--- src/rtl/alu_disp_pkg.sv ---
// Shared types and constants for the ALU result display path.
// Segment codes are active-low {g,f,e,d,c,b,a}.
package alu_disp_pkg;

   typedef enum logic [1:0] {
      IDLE = 2'd0,
      CONV = 2'd1,
      LOAD = 2'd2
   } state_t;

   localparam logic [6:0] SEG_BLANK  = 7'h7F;
   localparam logic [6:0] SEG_MINUS  = 7'h3F;
   localparam int         BCD_DIGITS = 7;

   // Entry n holds the pattern for decimal digit n.
   localparam logic [9:0][6:0] SEG_TABLE = {
      7'h10, 7'h00, 7'h78, 7'h02, 7'h12,
      7'h19, 7'h30, 7'h24, 7'h79, 7'h40
   };

endpackage

--- src/rtl/alu_result_display_bcd_to_seg7.sv ---
// Combinational BCD digit to active-low seven-segment pattern.
// Codes outside 0..9 and the blank request both produce an unlit digit.
module bcd_to_seg7
   import alu_disp_pkg::*;
(
   input  logic [3:0] digit,
   input  logic       blank,
   output logic [6:0] seg
);

   always_comb begin
      if (blank || (digit > 4'd9)) begin
         seg = SEG_BLANK;
      end else begin
         seg = SEG_TABLE[digit];
      end
   end

endmodule

--- src/rtl/alu_result_display.sv ---
// Accepts an ALU result, converts it to BCD by serial double-dabble and drives six
// blanked seven-segment digits. Define SIGNED_RESULT_EN to honour in_signed.
module alu_result_display
   import alu_disp_pkg::*;
#(
   parameter int DATA_W     = 20,
   parameter int NUM_DIGITS = 6
) (
   input  logic                    clk,
   input  logic                    rst_n,
   input  logic                    in_valid,
   output logic                    in_ready,
   input  logic [DATA_W-1:0]       in_result,
   input  logic                    in_signed,
   output logic [7*NUM_DIGITS-1:0] hex_o,
   output logic                    ovf,
   output logic                    done
);

   localparam int BCD_W = 4 * BCD_DIGITS;
   localparam int CNT_W = $clog2(DATA_W);
   localparam logic [CNT_W-1:0] LAST_STEP = CNT_W'(DATA_W - 1);

   state_t                  state;
   logic [DATA_W-1:0]       shift_q;
   logic [BCD_W-1:0]        bcd_q;
   logic [CNT_W-1:0]        cnt_q;
   logic                    neg_q;
   logic [7*NUM_DIGITS-1:0] hex_q;
   logic                    ovf_q;
   logic                    done_q;

   logic                    neg_in;
   logic [DATA_W-1:0]       mag_in;
   logic [BCD_W-1:0]        bcd_adj;
   logic [NUM_DIGITS-1:0]   blank;
   logic                    seen;
   logic [7*NUM_DIGITS-1:0] seg_w;
   logic [7*NUM_DIGITS-1:0] disp_seg;
   logic                    disp_ovf;

`ifdef SIGNED_RESULT_EN
   always_comb begin
      neg_in = in_signed && in_result[DATA_W-1];
      mag_in = neg_in ? (~in_result + DATA_W'(1)) : in_result;
   end
`else
   logic unused_signed;
   assign unused_signed = in_signed;

   always_comb begin
      neg_in = 1'b0;
      mag_in = in_result;
   end
`endif

   // NOTE: every combinational output gets a value before any branch, so no latch can form.
   always_comb begin
      bcd_adj = '0;
      for (int i = 0; i < BCD_DIGITS; i++) begin
         bcd_adj[4*i +: 4] = (bcd_q[4*i +: 4] >= 4'd5) ? bcd_q[4*i +: 4] + 4'd3
                                                        : bcd_q[4*i +: 4];
      end
   end

   // Scan from the top digit down; a digit stays blank until a nonzero digit is seen.
   always_comb begin
      seen  = 1'b0;
      blank = '0;
      for (int i = NUM_DIGITS - 1; i >= 1; i--) begin
         seen     = seen | (bcd_q[4*i +: 4] != 4'd0);
         blank[i] = !seen;
      end
   end

   for (genvar g = 0; g < NUM_DIGITS; g++) begin : g_digit
      bcd_to_seg7 u_seg (
         .digit (bcd_q[4*g +: 4]),
         .blank (blank[g]),
         .seg   (seg_w[7*g +: 7])
      );
   end

   // A negative value loses its top digit to the minus sign, so its limit is one digit shorter.
   always_comb begin
      disp_ovf = neg_q ? (|bcd_q[BCD_W-1:4*(NUM_DIGITS-1)])
                       : (|bcd_q[BCD_W-1:4*NUM_DIGITS]);
      disp_seg = seg_w;
      if (disp_ovf) begin
         disp_seg = {NUM_DIGITS{SEG_MINUS}};
      end else if (neg_q) begin
         disp_seg[7*NUM_DIGITS-1 -: 7] = SEG_MINUS;
      end
   end

   // NOTE: sequential state uses non-blocking assignments so every register sees pre-edge values.
   always_ff @(posedge clk) begin
      if (!rst_n) begin
         state   <= IDLE;
         shift_q <= '0;
         bcd_q   <= '0;
         cnt_q   <= '0;
         neg_q   <= 1'b0;
         hex_q   <= {NUM_DIGITS{SEG_BLANK}};
         ovf_q   <= 1'b0;
         done_q  <= 1'b0;
      end else begin
         done_q <= 1'b0;
         unique case (state)
            IDLE: begin
               if (in_valid) begin
                  shift_q <= mag_in;
                  neg_q   <= neg_in;
                  bcd_q   <= '0;
                  cnt_q   <= '0;
                  state   <= CONV;
               end
            end
            CONV: begin
               {bcd_q, shift_q} <= {bcd_adj[BCD_W-2:0], shift_q, 1'b0};
               cnt_q            <= cnt_q + CNT_W'(1);
               if (cnt_q == LAST_STEP) begin
                  state <= LOAD;
               end
            end
            LOAD: begin
               hex_q  <= disp_seg;
               ovf_q  <= disp_ovf;
               done_q <= 1'b1;
               state  <= IDLE;
            end
            default: state <= IDLE;
         endcase
      end
   end

   assign in_ready = (state == IDLE);
   assign hex_o    = hex_q;
   assign ovf      = ovf_q;
   assign done     = done_q;

endmodule

--- config.mk ---
export PLATFORM = sky130hd
export DESIGN_NAME = alu_result_display
export DESIGN_NICKNAME = d
export VERILOG_FILES = /design/src/rtl/alu_disp_pkg.sv /design/src/rtl/alu_result_display_bcd_to_seg7.sv /design/src/rtl/alu_result_display.sv
export SDC_FILE = /design/constraint.sdc
export NUM_CORES = 1
export LEC_CHECK = 0
export CAP_MARGIN = 0
export CORE_ASPECT_RATIO = 0.75
export CORE_MARGIN = 2
export CORE_UTILIZATION = 50
export CTS_CLUSTER_DIAMETER = 60
export DETAILED_ROUTE_END_ITERATION = 10
export GPL_TIMING_DRIVEN = 0
export PLACE_DENSITY = 0.76
export SLEW_MARGIN = 20
export SYNTH_ARGS = -nofsm -noshare
export SYNTH_HDL_FRONTEND = slang
export SYNTH_SLANG_ARGS = --single-unit
--- constraint.sdc ---
create_clock -name clk -period 2.6 [get_ports clk]
set_input_delay 0.65 -clock clk [delete_from_list [all_inputs] [get_ports clk]]
set_output_delay 0.65 -clock clk [all_outputs]
set_load 0.03 [all_outputs]
## After elaboration in Yosys (flattened, before gate mapping)

Memory sizes are Yosys's and may differ from the RTL's. A register that Yosys moved wholly into a read port is not among the register bits.
Cells that the tools add are included.

| operators by class | value |
|---|---|
| $add $sub $neg | 8 |
| reductions and logical operators | 20 |
| eq/ne operators | 5 |
| mux-type cells | 43 |
| bitwise operators | 4 |
| magnitude comparators | 19 |

Operators with widths:

| operator | count |
|---|---|
| two-way mux 7 bit | 13 |
| two-way mux 4 bit | 18 |
| one-hot mux 28 bit (2 select lines) | 1 |
| one-hot mux 20 bit (2 select lines) | 1 |
| two-way mux 35 bit | 1 |
| < comparator 4 x 5 -> 1 bit (second input constant) | 6 |
| >= comparator 4 x 3 -> 1 bit (second input constant) | 7 |
| two-way mux 28 bit | 1 |
| adder 4 x 2 -> 4 bit (second input constant) | 6 |
| > comparator 4 bit (second input constant) | 6 |
| two-way mux 20 bit | 1 |
| nonzero test 4 bit | 5 |
| one-hot mux 5 bit (2 select lines) | 1 |
| adder 5 x 1 -> 5 bit (second input constant) | 1 |
| equality test 5 bit (second input constant) | 1 |
| logical NOT 1 bit | 5 |
| logical OR 1 bit | 5 |
| two-way mux 5 bit | 1 |
| two-way mux 2 bit | 2 |
| inequality test 2 bit (second input constant) | 2 |
| bitwise OR 1 bit | 4 |
| one-hot mux 2 bit (2 select lines) | 1 |
| AND reduction 2 bit | 2 |
| OR reduction 4 bit | 1 |
| 7 further kinds | 7 |

| storage, ports and cells | value |
|---|---|
| bits in registers | 99 |
| word-level logic and storage cells | 112 |
| bits in read-only memories | 672 |
| input bits | 24 |
| memories | 6 |
| output and inout bits | 45 |

Memory list:

| memory | depth | width | read ports | clocked after Yosys merged registers in | wr ports | line | source |
|---|---|---|---|---|---|---|---|
| (name not given) | 16 | 7 | 1 | 1 | 0 | alu_result_display_bcd_to_seg7.sv:15 | `seg = SEG_TABLE[digit];` |
| (name not given) | 16 | 7 | 1 | 1 | 0 | alu_result_display_bcd_to_seg7.sv:15 |  |
| (name not given) | 16 | 7 | 1 | 1 | 0 | alu_result_display_bcd_to_seg7.sv:15 |  |
| (name not given) | 16 | 7 | 1 | 1 | 0 | alu_result_display_bcd_to_seg7.sv:15 |  |
| (name not given) | 16 | 7 | 1 | 1 | 0 | alu_result_display_bcd_to_seg7.sv:15 |  |
| (name not given) | 16 | 7 | 1 | 1 | 0 | alu_result_display_bcd_to_seg7.sv:15 |  |

## Logic depth before layout (Yosys ltp)

| depth | value |
|---|---|
| word-level depth | 9 |
| depth in mapped cells | 10 |
| gate-level depth less buffers | 10 |

## Cells and area by module

Synthesis repeated with hierarchy kept, for this count alone.

| second synthesis, totals | value |
|---|---|
| cells, all modules | 692 |
| area, all modules | 5,644.2 um^2 |

Modules (own cells, without submodules):

| module | seq. area each (um^2) | instances | cells an instance | area an instance (um^2) |
|---|---|---|---|---|
| alu_result_display | 1,981.9 | 1 | 518 | 4,383.0 |
| bcd_to_seg7 | 0.0 | 6 | 29 | 210.2 |

## Worst setup path before layout

Ideal clock, no wire load.

| timing | value |
|---|---|
| path kind | input port to flip-flop |
| from | input port in_valid |
| to | register with a tool-made name |
| library setup time | 0.124 ns |
| cell stages on the path | 8 |
| buffers on the path | 1 |
| data arrival time | 2.032 ns |
| setup slack | 0.444 ns |
| data required time | 2.476 ns |
| path through | o21bai_2 buf_2 and3_1 a211oi_1 inv_1 ha_1 mux2i_1 nor2_1 |

RTL lines:

| what | line | source |
|---|---|---|
| start: declaration | alu_result_display.sv:11 | `input logic in_valid,` |

## Worst setup path in the final report

| timing | value |
|---|---|
| from | register state[0] |
| to | output port in_ready |

| on the way | value |
|---|---|
| cells in the longest elaborated chain, start to end | 1 |

Ends and longest elaborated chain:

| what | line | source |
|---|---|---|
| start: declaration | alu_result_display.sv:24 | `state_t state;` |
| start signal: assignment | alu_result_display.sv:99 | `state <= IDLE;` |
| start signal: assignment | alu_result_display.sv:116 | `state <= CONV;` |
| start signal: assignment | alu_result_display.sv:123 | `state <= LOAD;` |
| logical NOT 2 bit | alu_result_display.sv:137 | `assign in_ready = (state == IDLE);` |
| end: declaration | alu_result_display.sv:12 | `output logic in_ready,` |

No other way between the ends.

==> impl_metrics.json <==
{
  "powerDensity_nw_per_um2": 647,
  "cap_violations": 0,
  "worstMarginPinSlew_ns": 0.647,
  "hold_class": "reg2reg",
  "pwr-share-clk": 0.533,
  "antenna_cells": 0,
  "wl_met1_um": 7310,
  "skew_ns": 0.00779,
  "max_slew_margin": 0.569,
  "ys.flop_type": "dfxtp_1",
  "wl_met2_um": 7310,
  "holdWs_ns": 0.436,
  "yosys-top-cells-area": "dfxtp_1, ha_1, nand2_1",
  "cts_tree": "yes",
  "dr_wl_met3_um": 910,
  "stdcell_count": 985,
  "fin_crit_ns": 2.46,
  "synth_edf_count": 0,
  "die_x_um": 136,
  "vias": 5462,
  "top_layer": "met4",
  "final_hold_viol_count": 0,
  "final_core_util": 0.636,
  "power_switching_share": 0.208,
  "clock_latency_ns": 0.42,
  "finalWeightedCongestion": 0.942,
  "synth_cell_type_count": 66,
  "drt-pass1-iter-count": 5,
  "clock-root-buffer": "clkbuf_16",
  "pwr-share-comb": 0.048,
  "track_usage": 0.235,
  "die_y_um": 103,
  "holdBufCountCts": 0,
  "finalMaxSlewViolations": 0,
  "critPathTopFamily": "buffers and inverters",
  "fin_ws_ns": 0.137,
  "path_clk_slew_ns": 0.06,
  "drc": 0,
  "synth.top_cell.area_share": 0.432,
  "synth_area_um2": 6530,
  "post-dp-hpwl_um": 10900,
  "grt_pass1_wl_um": 25600,
  "placed_cells": 954,
  "grt_pass1_vias": 5256,
  "port_buffers": 67,
  "antenna_found_initial": 0,
  "dpl_cell_area_um2": 7420,
  "dp_slack_ns": -0.905,
  "finalCritPeriodShare": 0.947,
  "yosysSeqAreaShare": 0.432,
  "cp.required_ns": 1.95,
  "endpoint_kind": "primary output",
  "finalSetupViolations": 0,
  "clock-sinks": 141,
  "vias_per_cell": 5.55,
  "die_area_um2": 14000,
  "p_int_w": 0.00420,
  "cp_slowest_cell": "dfxtp_1",
  "grt_max_degree": 17,
  "cp_num_buf_inv": 2,
  "ys_async_sr_fraction": 0,
  "p_leak_nw": 3.68,
  "row_count": 36,
  "seqPwrFrac": 0.418,
  "wl_per_cell_um": 16.0,
  "synthToLayoutAreaGrowth_pct": 25.4,
  "ys_warn_count": 0,
  "post_synth.cell_area_avg_um2": 9.13,
  "finish.instance_area_um2": 8200,
  "cts_buffers": 17,
  "ir_worst_vdd_v": 0.000492,
  "wl_um": 15800,
  "slowest_delay_ns": 0.52,
  "htree_levels": 4,
  "final_antenna_net_count": 0,
  "path_cells": "buf_2 -> nor2_1 -> dlygate4sd2_1",
  "final_cell_mix": "dfxtp_1, nand2_1, clkdlybuf4s50_1",
  "nets": 874,
  "syn-instance-count": 716,
  "crit_fanout": 10,
  "crit_type": "reg2out",
  "drive_gt1_frac": 0.0921,
  "core-area_um2": 12900,
  "io_pins": 69,
  "mostFrequentLayoutCell": "dfxtp_1",
  "cp-start-kind": "flip-flop",
  "netSwitchingPower_w": 0.00110,
  "initial_utilization": 0.507,
  "grt.overflow.total": 0,
  "crit_arrival_ns": 1.81,
  "status": "finished clean",
  "clk_path_buf_depth": 2,
  "rsz0062_at_grt": "no",
  "synth_seq_cells": 141,
  "max_freq_mhz": 406,
  "yosysTopAreaCell": "dfxtp_1",
  "dr.first_iter.drc_count": 453,
  "syn-num-nets": 789
}
==> stage by stage <==
| step | power, W | setup TNS [ns] |
|---|---|---|
| final | 0.00530 | 0 |
| after global routing | 0.00546 | 0 |
| after CTS | 0.00532 | 0 |
| after detailed placement | 0.00251 | -54.97 |
| after global placement | 0.00250 | -50.64 |
| after floorplan | 0.00241 | 0 |
==> synthesized netlist by cell type (all sizes together), types with 17 or more instances <==
master  count
nand3      26
o22a       18
nor2       45
nand2      93
clkbuf     34
inv        46
ha         49
mux2i      22
a21oi      20
dfxtp     141
o211a      18
o22ai      20
o21ai      17
buf        17
==> metal layers <==
metal / vias to the layer above / GRT usage
li1: 2665 / -
met1: 2581 / 0.303
met2: 191 / 0.387
met3: 25 / 0.0497
met4: 0 / 0.0986
met5: - / 0
==> what timing repair did <==
item,in CTS,in global routing
endpoints found under the hold margin,0,0
buffers inserted,0,0
setup endpoints to repair,68,31
resized for setup,15,9
==> logic make-up (layout without fill, tap and decap cells) <==
logic type | after synthesis | in the layout | share of synthesized area
AND/OR/NAND/NOR | 241 | 241 | 0.177
multiplexers | 22 | 22 | 0.0337
buffers and inverters | 97 | 195 | 0.0624
XOR/XNOR | 3 | 3 | 0.00402
adder cells (fa/ha/maj) | 49 | 49 | 0.0938
flip-flops | 141 | 141 | 0.432
AO/OA/AOI/OAI | 163 | 163 | 0.197
==> power by group through the flow <==
| stage | sequential (W) | combinational, W | clock, W |
|---|---|---|---|
| after global placement | 0.00226 | 0.000241 | 0 |
| after floorplan | 0.00226 | 0.000153 | 0 |
| after CTS | 0.00222 | 0.000253 | 0.00285 |
| final | 0.00222 | 0.000256 | 0.00283 |
| after global routing | 0.00222 | 0.000278 | 0.00296 |
| after detailed placement | 0.00226 | 0.000249 | 0 |
==> worst paths after layout <==
path / start / endpoint / slack [ns] / depth (start not counted)
hold reg to reg: flip-flop / hex_o[19]$_SDFFE_PN1P_ / 0.44 / 1
hold / removal: flip-flop / hex_o[19]$_SDFFE_PN1P_ / 0.44 / 1
setup / recovery: state[0]$_SDFFE_PN0P_ / in_ready / 0.14 / 3
setup reg to reg: state[0]$_SDFFE_PN0P_ / hex_o[17]$_SDFFE_PN1P_ / 0.20 / 6
==> area by class of cell <==
| type | instances | area (µm²) |
|---|---|---|
| clock inverters | 10 | 208 |
| flip-flops and latches | 141 | 2820 |
| multi-input cells | 478 | 3380 |
| well taps | 171 | 214 |
| inverters | 46 | 173 |
| fillers | 1038 | 4690 |
| clock buffers | 22 | 484 |
| repair buffers | 67 | 674 |
| plain buffers | 50 | 235 |
Note: power is estimated with default switching activity, not from simulation.
